==> config.mk <==
export PLATFORM = sky130hd
export DESIGN_NAME = sraml_rr_arbiter
export DESIGN_NICKNAME = d
export VERILOG_FILES = /design/src/rtl/sraml_rr_arbiter.sv
export SDC_FILE = /design/constraint.sdc
export NUM_CORES = 1
export LEC_CHECK = 0
export ABC_AREA = 1
export BUFFER_PORTS_ARGS = -buffer_cell sky130_fd_sc_hd__buf_4
export CORE_AREA = 4 4 106 108
export CTS_CLUSTER_DIAMETER = 60
export DETAILED_ROUTE_END_ITERATION = 6
export DIE_AREA = 0 0 110 112
export PLACE_DENSITY_LB_ADDON = 0.08
export REMOVE_ABC_BUFFERS = 1
export SYNTH_ARGS = -nofsm -noshare
export SYNTH_HDL_FRONTEND = slang
export SYNTH_SLANG_ARGS = --single-unit
==> constraint.sdc <==
create_clock -name clk -period 3.79 [get_ports clk]
set_input_delay 0.1895 -clock clk [delete_from_list [all_inputs] [get_ports clk]]
set_output_delay 0.1895 -clock clk [all_outputs]
set_load 0.01 [all_outputs]
==> src/rtl/sraml_rr_arbiter.sv <==
// sraml_rr_arbiter: merges NCH SRAM-like masters onto one SRAM-like port.
// Round-robin grant, locked while a request waits for acceptance. Responses
// come back in order and are steered to their channel by an ID FIFO.
module sraml_rr_arbiter #(
  parameter int NCH   = 2,
  parameter int AW    = 32,
  parameter int DW    = 32,
  parameter int DEPTH = 4
) (
  input  logic                     clk,
  input  logic                     rst,
  input  logic [NCH-1:0]           s_req,
  input  logic [NCH-1:0]           s_wr,
  input  logic [2*NCH-1:0]         s_size,
  input  logic [AW*NCH-1:0]        s_addr,
  input  logic [DW*NCH-1:0]        s_wdata,
  output logic [NCH-1:0]           s_addr_ok,
  output logic [NCH-1:0]           s_data_ok,
  output logic [DW-1:0]            s_rdata,
  output logic                     m_req,
  output logic                     m_wr,
  output logic [1:0]               m_size,
  output logic [AW-1:0]            m_addr,
  output logic [DW-1:0]            m_wdata,
  input  logic                     m_addr_ok,
  input  logic                     m_data_ok,
  input  logic [DW-1:0]            m_rdata,
  output logic [$clog2(DEPTH):0]   outstanding,
  output logic                     proto_err
);

  localparam int IDW = $clog2(NCH);
  localparam int PW  = $clog2(DEPTH);
  localparam int CW  = PW + 1;

  typedef enum logic {
    LOCK_IDLE,
    LOCK_HELD
  } lockState_e;

  lockState_e        lockState_q, lockState_d;
  logic [IDW-1:0]    grant_q;
  logic [IDW-1:0]    lastGrant_q;
  logic [CW-1:0]     count_q, count_d;
  logic [PW-1:0]     wrPtr_q, rdPtr_q;
  logic [IDW-1:0]    fifo_q [DEPTH];
  logic              protoErr_q;

  logic [IDW-1:0]    arbGrant;
  logic [IDW-1:0]    grant;
  logic [IDW-1:0]    headId;
  logic              full;
  logic              accept;
  logic              respValid;

  // Round-robin search starting just after the last accepted channel
  always_comb begin
    int idx;
    logic found;
    logic [IDW-1:0] idxNarrow;
    arbGrant  = lastGrant_q;
    found     = 1'b0;
    idx       = 0;
    idxNarrow = '0;
    for (int k = 1; k <= NCH; k++) begin
      idx       = (int'(lastGrant_q) + k) % NCH;
      idxNarrow = IDW'(idx);
      if (!found && s_req[idxNarrow]) begin
        arbGrant = idxNarrow;
        found    = 1'b1;
      end
    end
  end

  // Grant selection, request forwarding and per-channel handshake steering
  always_comb begin
    grant     = (lockState_q == LOCK_HELD) ? grant_q : arbGrant;
    full      = (count_q == CW'(DEPTH));
    m_req     = s_req[grant] & ~full;
    m_wr      = s_wr[grant];
    m_size    = s_size[2*int'(grant) +: 2];
    m_addr    = s_addr[AW*int'(grant) +: AW];
    m_wdata   = s_wdata[DW*int'(grant) +: DW];
    accept    = m_req & m_addr_ok;
    respValid = m_data_ok & (count_q != '0);
    headId    = fifo_q[rdPtr_q];
    s_addr_ok = '0;
    s_data_ok = '0;
    if (accept) begin
      s_addr_ok[grant] = 1'b1;
    end
    if (respValid) begin
      s_data_ok[headId] = 1'b1;
    end
    s_rdata     = m_rdata;
    outstanding = count_q;
    proto_err   = protoErr_q;
    count_d     = count_q + CW'(accept) - CW'(respValid);
  end

  // Lock next state: hold the grant while the downstream stalls an offered request
  always_comb begin
    lockState_d = lockState_q;
    if (m_req && !m_addr_ok) begin
      lockState_d = LOCK_HELD;
    end else if (accept) begin
      lockState_d = LOCK_IDLE;
    end
  end

  // Control state: lock, grant history, in-flight count, FIFO pointers, error flag
  always_ff @(posedge clk) begin
    if (!rst) begin
      lockState_q <= LOCK_IDLE;
      grant_q     <= '0;
      lastGrant_q <= IDW'(NCH - 1);
      count_q     <= '0;
      wrPtr_q     <= '0;
      rdPtr_q     <= '0;
      protoErr_q  <= 1'b0;
    end else begin
      lockState_q <= lockState_d;
      grant_q     <= grant;
      count_q     <= count_d;
      if (accept) begin
        lastGrant_q <= grant;
        wrPtr_q     <= wrPtr_q + PW'(1);
      end
      if (respValid) begin
        rdPtr_q <= rdPtr_q + PW'(1);
      end
      if (m_data_ok && (count_q == '0)) begin
        protoErr_q <= 1'b1;
      end
    end
  end

  // Channel-ID storage; contents are only meaningful between wr and rd pointers
  always_ff @(posedge clk) begin
    if (accept) begin
      fifo_q[wrPtr_q] <= grant;
    end
  end

endmodule

==> results of run 1 <==
==> worst max-delay path: stages (launching register included) <==
cell     delay, ns
dfxtp_1       0.36
inv_2         0.06
or2_1         0.21
nand2_2       0.57
buf_4         0.33
nor2_2        0.07
nor2_4        0.12
buf_4         0.13
==> kinds of logic after synthesis <==
logic type / share of synthesized area, %
XOR/XNOR: 0.4440
AND/OR/NAND/NOR: 50.22
adder cells (fa/ha/maj): 4.819
AO/OA/AOI/OAI: 3.233
flip-flops: 19.28
buffers and inverters: 22.00
==> cell type report <==
class	instances	area (µm²)
tap	136	170.2
sequential	17	380.4
clock buffer	3	41.29
multi-input combinational	268	1159
fill	1121	6738
inverter	27	101.3
timing repair buffer	218	1637
clock inverter	1	5.005
==> synthesized netlist by cell type, drive strengths merged <==
cell type / instances / area [µm²]
o21ai: 4 / 20.01
a32oi: 1 / 8.760
edfxtp: 4 / 120.1
fa: 1 / 20.02
dfxtp: 13 / 260.3
nor2: 17 / 76.32
ha: 6 / 75.07
nand2: 221 / 837.1
nand3: 8 / 50.05
nand4: 1 / 21.27
or2: 1 / 6.260
xor2: 1 / 8.760
inv: 27 / 101.3
a21oi: 7 / 35.03
clkbuf: 1 / 3.750
buf: 46 / 329.1
==> power breakdown <==
part           internal, W  switching [W]  total (W)
Clock            0.0000728      0.0000601   0.000133
Combinational     0.000707       0.000869    0.00158
Sequential        0.000240      0.0000344   0.000274
Total              0.00102       0.000964    0.00198
==> per-stage QoR <==
| step | hold WS, ns | utilization (%) | std cells | instance area (µm²) | total power (W) |
|---|---|---|---|---|---|
| 6_report | 0.2002 | 34.14 | 670 | 3493 | 0.001983 |
| 4_1_cts | 0.1959 | 34.14 | 670 | 3493 | 0.002028 |
| 3_5_place_dp | 0.3791 | 33.69 | 666 | 3447 | 0.001886 |
| 3_3_place_gp | 0.3791 | 33.69 | 666 | 3447 | 0.001900 |
| 5_1_grt | 0.2033 | 34.14 | 670 | 3493 | 0.002196 |
| 2_1_floorplan | 0.2737 | - | 312 | 1640 | 0.001052 |
==> worst max-delay path by stage <==
stage | to | slack, ns
after detailed placement | outstanding[2] | 1.64
after global placement | m_req | 1.72
after CTS | m_req | 1.40
final | m_req | 1.48
after floorplan | outstanding[2] | 1.23
after global routing | m_wdata[24] | 1.28
==> layer usage <==
| metal | up-vias | GRT usage [%] | wire length, µm | part of all wire, % |
|---|---|---|---|---|
| met5 | - | 5.042 | 28 | 0.28 |
| met4 | 2 | 2.328 | 124 | 1.2 |
| met3 | 14 | 10.09 | 1403 | 14 |
| met2 | 150 | 26.94 | 5164 | 51 |
| met1 | 1144 | 14.95 | 3362 | 33 |
| li1 | 1388 | - | - | - |
==> impl_results.md, run 1 <==
* First-pass GRT wire length at 14390 µm
* Fin Setup TNS at 0 ns
* Setup crit start kind: flop
* TritonCTS clock tree: yes
* Clock Latency Late Sink at 0.25 ns
* Least-Margin Pin Slew at 0.7895 ns
* Critical Path AT at 2.12 ns
* Post-Syn Area at 1973 µm²
* Global Route Usage Sum at 15.39%
* Layout area overhead at 77.05%
* Slew Limit Headroom at 47.18%
* GRT overflow at 0
* Hold Path Sink: lastGrant_q
* Number of synthesized register bits at 17
* Post-CTS Resized at 0
* Worst r2r src: lastGrant_q
* Pleak at 2.123 nW
* Full die area at 12320 µm²
* PwrDens at 567.6 nW/µm²
* Setup CP Type: flop to primary output
* Number of H-tree levels at 1
* Period minus WS final at 2.309 ns
* Vias post-DR at 2698
* R2R Path End: outstanding[2]
* Hold depth at 2
* WP data required at 3.60 ns
* Initial DRC Count at 109
* Post-CTS Setup Bufs at 0
* Vias in the first global route at 2768
* Max-slew violation count at 0
* Detailed-placement wirelength estimate at 8617 µm
* Routed WL at 10080 µm
* Initial antenna violation count at 0
* Clock transition at path regs at 0.07 ns
* # hold bufs at CTS at 0
* Routed Antenna Nets at 0
* Final Hold Viols at 0
* Max Clock Skew at 0.004165 ns
* Worst R2R Setup Slack at 1.66 ns
* Site row count at 37
* Highest clock rate at 0.4331 GHz
* Hold Crit Class: primary input to flop
* Port buffer count at 215
* Clk sinks at 17
* Endpoints failing setup at 0
* Post-synthesis sequential area ratio at 19.28%
* IO Count at 280
* Die W at 110 µm
* Max-Cap Viols at 0
* CP endpoint kind: primary output
* Root Buffer: clkbuf_8
* Vias/cell at 4.027
* Clock buffer depth at 2
* Tcrit/Tclk final at 60.93%
* Status: finished clean
* VDD IR max at 254.9 µV
* Most frequent cells in the layout: 218 x nand2_1, 218 x buf_4, 26 x inv_1, 14 x nor2_1, 13 x dfxtp_1
* CP Launch Point: lockState_q
* CP max FO at 41
* Die Height at 112 µm
* Initial Utilization at 19.29%
* Average size of a mapped cell at 5.496 µm²
* Setup WS pre-CTS at 1.639 ns
* # diodes at 0
* Reg2reg path depth at 12
* Largest net degree at the start of global routing at 74
* HP Start: rst
* Final worst slack at 1.481 ns
* Ys Warns at 0
* Routability congestion estimate at 0.8003
* Post-Synthesis Cells at 359
* Final nets at 714
* CORE AREA at 10230 µm²
* Drt drc at 0
* Wire per inst at 15.05 µm
* Yosys cell types at 24
* TritonRoute pass-1 iters at 4
* RSZ-0062 raised after global routing: no
* Ratio of cells with drive above 1 in the final layout at 43.45%
* TritonCTS Buffers at 3
No activity file was read; power rests on OpenSTA's default activity.
==> inputs of run 2 (changes only) <==
clock period = 1.9 ns   (was 3.79 ns; I/O delays follow)
==> run 2 against run 1 <==
Total power is 110% higher. Sequential cell count stayed put. Critical path depth is 5 higher. Count of clock-buffer cells in the layout is 1 higher. Final area is 3.1% higher. Sequential power is 99% higher. Register-to-register slack worse by 1.6 ns. Clock skew is 0.0026 ns lower. Utilization is 1.1 points higher. Routed wire length is 0.42% lower. Largest cell class unchanged. Largest power group unchanged. Highest routed layer unchanged.
==> impl_results.md, run 2 (synthesis results as in run 1) <==
* Pleak at 2.153 nW (was 2.123 nW)
* Initial Utilization at 19.29% (unchanged)
* Full die area at 12320 µm² (unchanged)
* CORE AREA at 10230 µm² (unchanged)
* WP data required at 2.10 ns (was 3.60 ns)
* Status: finished clean (unchanged)
* Final Hold Viols at 0 (unchanged)
* Max-Cap Viols at 0 (unchanged)
* Highest clock rate at 0.5369 GHz
* TritonRoute pass-1 iters at 4 (unchanged)
* Multi-input logic area at 1194 µm² (was 1159 µm²)
* First-pass GRT wire length at 14650 µm (was 14390 µm)
* Site row count at 37 (unchanged)
* Max-slew violation count at 0 (unchanged)
* Global Route Usage Sum at 15.62% (was 15.39%)
* Die W at 110 µm (unchanged)
* Detailed-placement wirelength estimate at 8492 µm (was 8617 µm)
* Setup crit start kind: flop (unchanged)
* Clock transition at path regs at 0.06 ns (was 0.07 ns)
* Ratio of cells with drive above 1 in the final layout at 45.74% (was 43.45%)
* Clock power frac at 6.5% (was 6.7%)
* Combinational power share at 80.3% (was 79.5%)
* Vias post-DR at 2685 (was 2698)
* Critical Path AT at 2.06 ns (was 2.12 ns)
* TritonCTS Buffers at 3 (unchanged)
* P_sw at 0.001977 W (was 0.0009638 W)
* GRT overflow at 0 (unchanged)
* # diodes at 0 (unchanged)
* Initial antenna violation count at 0 (unchanged)
* Commonest non-fill, non-tap cell in the layout: buf_4
* Clock Latency Late Sink at 0.25 ns (about the same)
* Slew Limit Headroom at 77.87% (was 47.18%)
* Fillers at 1125 (was 1121)
* Most frequent cells in the layout: 222 x buf_4, 217 x nand2_1, 23 x inv_1, 14 x nor2_1, 11 x dfxtp_1 (was 218 x nand2_1, 218 x buf_4, 26 x inv_1, 14 x nor2_1, 13 x dfxtp_1)
* CP endpoint kind: flop (was primary output)
* Clock buffer depth at 2 (unchanged)
* Cell internal pwr at 0.002158 W (was 0.001019 W)
* Port buffer count at 215 (unchanged)
* TritonCTS clock tree: yes (unchanged)
* Seq pwr share at 13.2% (was 13.8%)
* Clk sinks at 17 (unchanged)
* RSZ-0062 raised after global routing: yes (was no)
* Drt drc at 0 (unchanged)
* CP max FO at 4 (was 41)
* Setup WS pre-CTS at -0.05943 ns (was 1.639 ns)
* Final nets at 720 (was 714)
* Least-Margin Pin Slew at 0.3320 ns (was 0.7895 ns)
* Layout area overhead at 82.56% (was 77.05%)
* Die Height at 112 µm (unchanged)
* Hold Crit Class: primary input to flop (unchanged)
* PwrDens at 1148 nW/µm² (was 567.6 nW/µm²)
* Root Buffer: clkbuf_8 (unchanged)
* Routability congestion estimate at 0.7569 (was 0.8003)
* Max Clock Skew at 0.001588 ns (was 0.004165 ns)
* Final worst slack at 0.03742 ns (was 1.481 ns)
* Endpoints failing setup at 0 (unchanged)
* VDD IR max at 490.9 µV (was 254.9 µV)
* Sw Share at 47.81% (was 48.61%)
* Routed WL at 10040 µm (was 10080 µm)
* Tcrit/Tclk final at 98.03%
* Vias/cell at 3.972 (was 4.027)
* Fin Setup TNS at 0 ns (unchanged)
* Routed Antenna Nets at 0 (unchanged)
* Setup CP Type: flop to flop (was flop to primary output)
* IO Count at 280 (unchanged)
* Storage element area at 382.9 µm² (was 380.4 µm²)
* Wire per inst at 14.85 µm (was 15.05 µm)
* Fin util at 35.21% (was 34.14%)
* Initial DRC Count at 63 (was 109)
* Vias in the first global route at 2771 (was 2768)
* Period minus WS final at 1.863 ns
* Number of H-tree levels at 1 (unchanged)
* Largest net degree at the start of global routing at 74 (unchanged)
[run 2: cell types whose count changed in the layout (fill, tap and decap cells not counted), sizes merged]
| cell | change |
|---|---|
| clkinv | -1 |
| buf | +6 |
| clkbuf | +1 |
[run 2: final timing paths]
path,from,end,slack [ns],cells past startpoint
max,lastGrant_q,outstanding[1],0.04,12
min reg2reg,proto_err,proto_err,0.45,2
min,rst,lastGrant_q,0.11,2
max reg2reg,lastGrant_q,outstanding[1],0.04,12
[run 2: critical path: stages (launching register included)]
cell and delay, ns:
dfxtp_2 0.34, inv_2 0.06, nand2_2 0.05, nand3_2 0.07, nand2_2 0.06, nand2_2 0.09, nand4_4 0.09, ha_4 0.29
inv_4 0.03, ha_4 0.14, fa_2 0.51, nand2_1 0.04, inv_1 0.04
[run 2: area by class of cell]
| cell class | count | share of cell area, % |
|---|---|---|
| timing repair buffer | 224 | 47.38 |
| multi-input combinational | 268 | 33.14 |
| sequential | 17 | 10.63 |
| tap | 136 | 4.724 |
| inverter | 27 | 2.883 |
| clock buffer | 4 | 1.250 |
[run 2: metrics by stage]
stage	total power, W	cell area, µm²	instances	hold slack [ns]
final	0.004135	3602	676	0.1104
after global routing	0.004586	3602	676	0.1009
after CTS	0.004189	3585	676	0.1003
after detailed placement	0.003823	3497	671	0.1901
after global placement	0.003842	3497	671	0.1901
after floorplan	0.002099	1640	312	0.1792
[run 2: power by group through the flow]
stage,clock [W],combinational (W),sequential (W)
6_report,0.000268,0.00332,0.000546
5_1_grt,0.000309,0.00372,0.000559
4_1_cts,0.000285,0.00336,0.000544
3_5_place_dp,0,0.00327,0.000549
3_3_place_gp,0,0.00330,0.000545
2_1_floorplan,0,0.00154,0.000556
[run 2: repair_timing]
action	in CTS	in global routing
setup buffers	1	0
hold buffers	0	0
setup endpoints to repair	71	71
gates resized for setup	11	6
pin swaps	7	5
[run 2: routing by layer]
| metal | up-vias | part of all wire [%] | GRT usage [%] |
|---|---|---|---|
| li1 | 1397 | - | - |
| met1 | 1136 | 35 | 16.13 |
| met2 | 141 | 51 | 27.39 |
| met3 | 9 | 13 | 9.043 |
| met4 | 2 | 0.50 | 1.746 |
| met5 | - | 0.28 | 5.042 |
==> inputs of run 3 (changes only) <==
CELL_PAD_IN_SITES_DETAIL_PLACEMENT = 1   (was not set)
CELL_PAD_IN_SITES_GLOBAL_PLACEMENT = 2   (was not set)
CORE_AREA = not set   (was 4 4 106 108)
CORE_MARGIN = 4   (was not set)
CORE_UTILIZATION = 10   (was not set)
CTS_CLUSTER_SIZE = 24   (was not set)
DIE_AREA = not set   (was 0 0 110 112)
==> run 3 against run 2 <==
Register-to-register slack worse by 0.07 ns. Global-route usage down 4.8 points. Worst hold slack better by 0.016 ns. Non-clock buffer count up 9. Die area up 79%. Largest power group unchanged. Total power up 14%. Fmax down 3.5%. Sequential cell count unchanged. Sequential power about the same. The flow now finishes with violations (negative setup slack).
==> impl_results.md, run 3 (synthesis results as in run 1) <==
* RSZ-0062 raised after global routing: yes (unchanged)
* Final nets at 729 (was 720)
* Fillers at 2440 (was 1125)
* WP data required at 2.10 ns (about the same)
* CP endpoint kind: flop (unchanged)
* Vias in the first global route at 3090 (was 2771)
* Global Route Usage Sum at 10.85% (was 15.62%)
* Commonest non-fill, non-tap cell in the layout: buf_4 (unchanged)
* Full die area at 22040 µm² (was 12320 µm²)
* Routed WL at 13400 µm (was 10040 µm)
* Initial Utilization at 10.14% (was 19.29%)
* Failing checks: negative setup slack
* Port buffer count at 215 (unchanged)
* CORE AREA at 19460 µm² (was 10230 µm²)
* Die Height at 148.5 µm (was 112 µm)
* # hold bufs at CTS at 0 (unchanged)
* Worst R2R Setup Slack at -0.03 ns (was 0.04 ns)
* Root Buffer: clkbuf_16 (was clkbuf_8)
* PwrDens at 1207 nW/µm² (was 1148 nW/µm²)
* Die W at 148.5 µm (was 110 µm)
* Hold Crit Class: primary input to flop (unchanged)
* HP Start: rst (unchanged)
* TritonCTS Buffers at 3 (unchanged)
* Highest clock rate at 0.5183 GHz (was 0.5369 GHz)
* Max-slew violation count at 0 (unchanged)
* # diodes at 0 (unchanged)
* Final worst slack at -0.02932 ns (was 0.03742 ns)
* Routed Antenna Nets at 0 (unchanged)
* Clk sinks at 17 (unchanged)
* Largest net degree at the start of global routing at 74 (unchanged)
* Hold Path Sink: lastGrant_q (unchanged)
* Initial antenna violation count at 1 (was 0)
* Fin util at 20.08% (was 35.21%)
* Post-DP Area at 3704 µm² (was 3497 µm²)
* Ratio of cells with drive above 1 in the final layout at 46.99% (was 45.74%)
* Drt drc at 0 (unchanged)
* Reg2reg path depth at 12 (unchanged)
* Max-Cap Viols at 0 (unchanged)
* TritonRoute pass-1 iters at 4 (unchanged)
* Setup crit start kind: flop (unchanged)
* Hold depth at 2 (unchanged)
* TritonCTS clock tree: yes (unchanged)
* CP max FO at 3 (was 4)
* Most frequent cells in the layout: 227 x buf_4, 217 x nand2_1, 23 x inv_1, 14 x nor2_1, 11 x dfxtp_1 (was 222 x buf_4, 217 x nand2_1, 23 x inv_1, 14 x nor2_1, 11 x dfxtp_1)
* Endpoints failing setup at 2 (was 0)
* Least-Margin Pin Slew at 0.5106 ns (was 0.3320 ns)
* First-pass GRT wire length at 18260 µm (was 14650 µm)
* Number of H-tree levels at 1 (unchanged)
* Setup CP Type: flop to flop (unchanged)
* Initial DRC Count at 68 (was 63)
* Final instance area at 3909 µm² (was 3602 µm²)
* Slew Limit Headroom at 65.96% (was 77.87%)
* Fin Setup TNS at -0.03026 ns (was 0 ns)
* Setup WS pre-CTS at -0.08407 ns (was -0.05943 ns)
* R2R Path End: outstanding[1] (unchanged)
* Max Clock Skew at 0.002984 ns (was 0.001588 ns)
* IO Count at 280 (unchanged)
* Site row count at 51 (was 37)
* Vias/cell at 3.574 (was 3.972)
* Final Hold Viols at 0 (unchanged)
* Routability congestion estimate at 0.7365 (was 0.7569)
* Clock transition at path regs at 0.06 ns (about the same)
* Tcrit/Tclk final at 101.5% (was 98.03%)
* Clock Latency Late Sink at 0.25 ns (about the same)
* Critical Path AT at 2.13 ns (was 2.06 ns)
* GRT overflow at 0 (unchanged)
* Vias post-DR at 2909 (was 2685)
* Pleak at 2.230 nW (was 2.153 nW)
* Status: finished with violations (was finished clean)
* Clock buffer depth at 2 (unchanged)
* Multi-input logic area at 1201 µm² (was 1194 µm²)
* VDD IR max at 272.2 µV (was 490.9 µV)
* Detailed-placement wirelength estimate at 10780 µm (was 8492 µm)
* Storage element area at 382.9 µm² (unchanged)
* Layout area overhead at 98.10% (was 82.56%)
* Worst r2r src: lastGrant_q (unchanged)
* Wire per inst at 16.46 µm (was 14.85 µm)
* Period minus WS final at 1.929 ns (was 1.863 ns)
[run 3: routing by layer]
layer  part of all wire (%)  up-vias  wire length (µm)  track usage [%]
li1                       -     1415                 -                -
met1                     36     1331              4777            11.43
met2                     49      157              6592            18.30
met3                     15        4              1989            7.983
met4                   0.19        2                26           0.8314
met5                  0.090        -                12                0
[run 3: worst max-delay path: stages, from the launching register on]
cell,delay [ns]
dfxtp_2,0.33
inv_2,0.06
nand2_2,0.04
nand3_2,0.08
nand2_2,0.08
nand2_2,0.09
nand4_4,0.09
ha_4,0.28
inv_2,0.04
ha_4,0.15
fa_2,0.55
nand2_1,0.05
inv_1,0.05
[run 3: metrics by stage]
stage	hold slack (ns)	cells	power, W
after detailed placement	0.1901	806	0.004092
after CTS	0.1208	811	0.004588
after floorplan	0.1792	312	0.002099
after global routing	0.1345	814	0.005234
final	0.1261	814	0.004718
after global placement	0.1901	806	0.004136
[run 3: repair_timing]
| action | CTS | global route |
|---|---|---|
| endpoints found under the setup margin | 71 | 70 |
| cloned | 0 | 3 |
| gates resized for setup | 10 | 8 |
| setup buffers | 1 | 0 |
| pin swaps | 3 | 6 |
[run 3: area by class of cell]
cell class / count / share of cell area (%)
Multi-Input combinational cell: 268 / 30.73
Tap cell: 265 / 8.483
Clock buffer: 3 / 1.921
Sequential cell: 17 / 9.795
Timing Repair Buffer: 233 / 46.35
Inverter: 27 / 2.593
Clock inverter: 1 / 0.1280
[run 3: where the power goes]
part / internal [W] / switching (W)
Combinational: 0.00169 / 0.00205
Sequential: 0.000481 / 0.0000662
Clock: 0.000282 / 0.000149
[run 3: worst max path at each step]
stage,start,end,slack [ns],cells past startpoint
final,lastGrant_q,outstanding[1],-0.03,12
after detailed placement,lastGrant_q,outstanding[2],-0.08,12
after floorplan,lastGrant_q,outstanding[2],-0.66,13
after CTS,lastGrant_q,outstanding[1],0.003,12
after global placement,lastGrant_q,outstanding[2],-0.01,12
after global routing,lastGrant_q,outstanding[1],-0.12,12
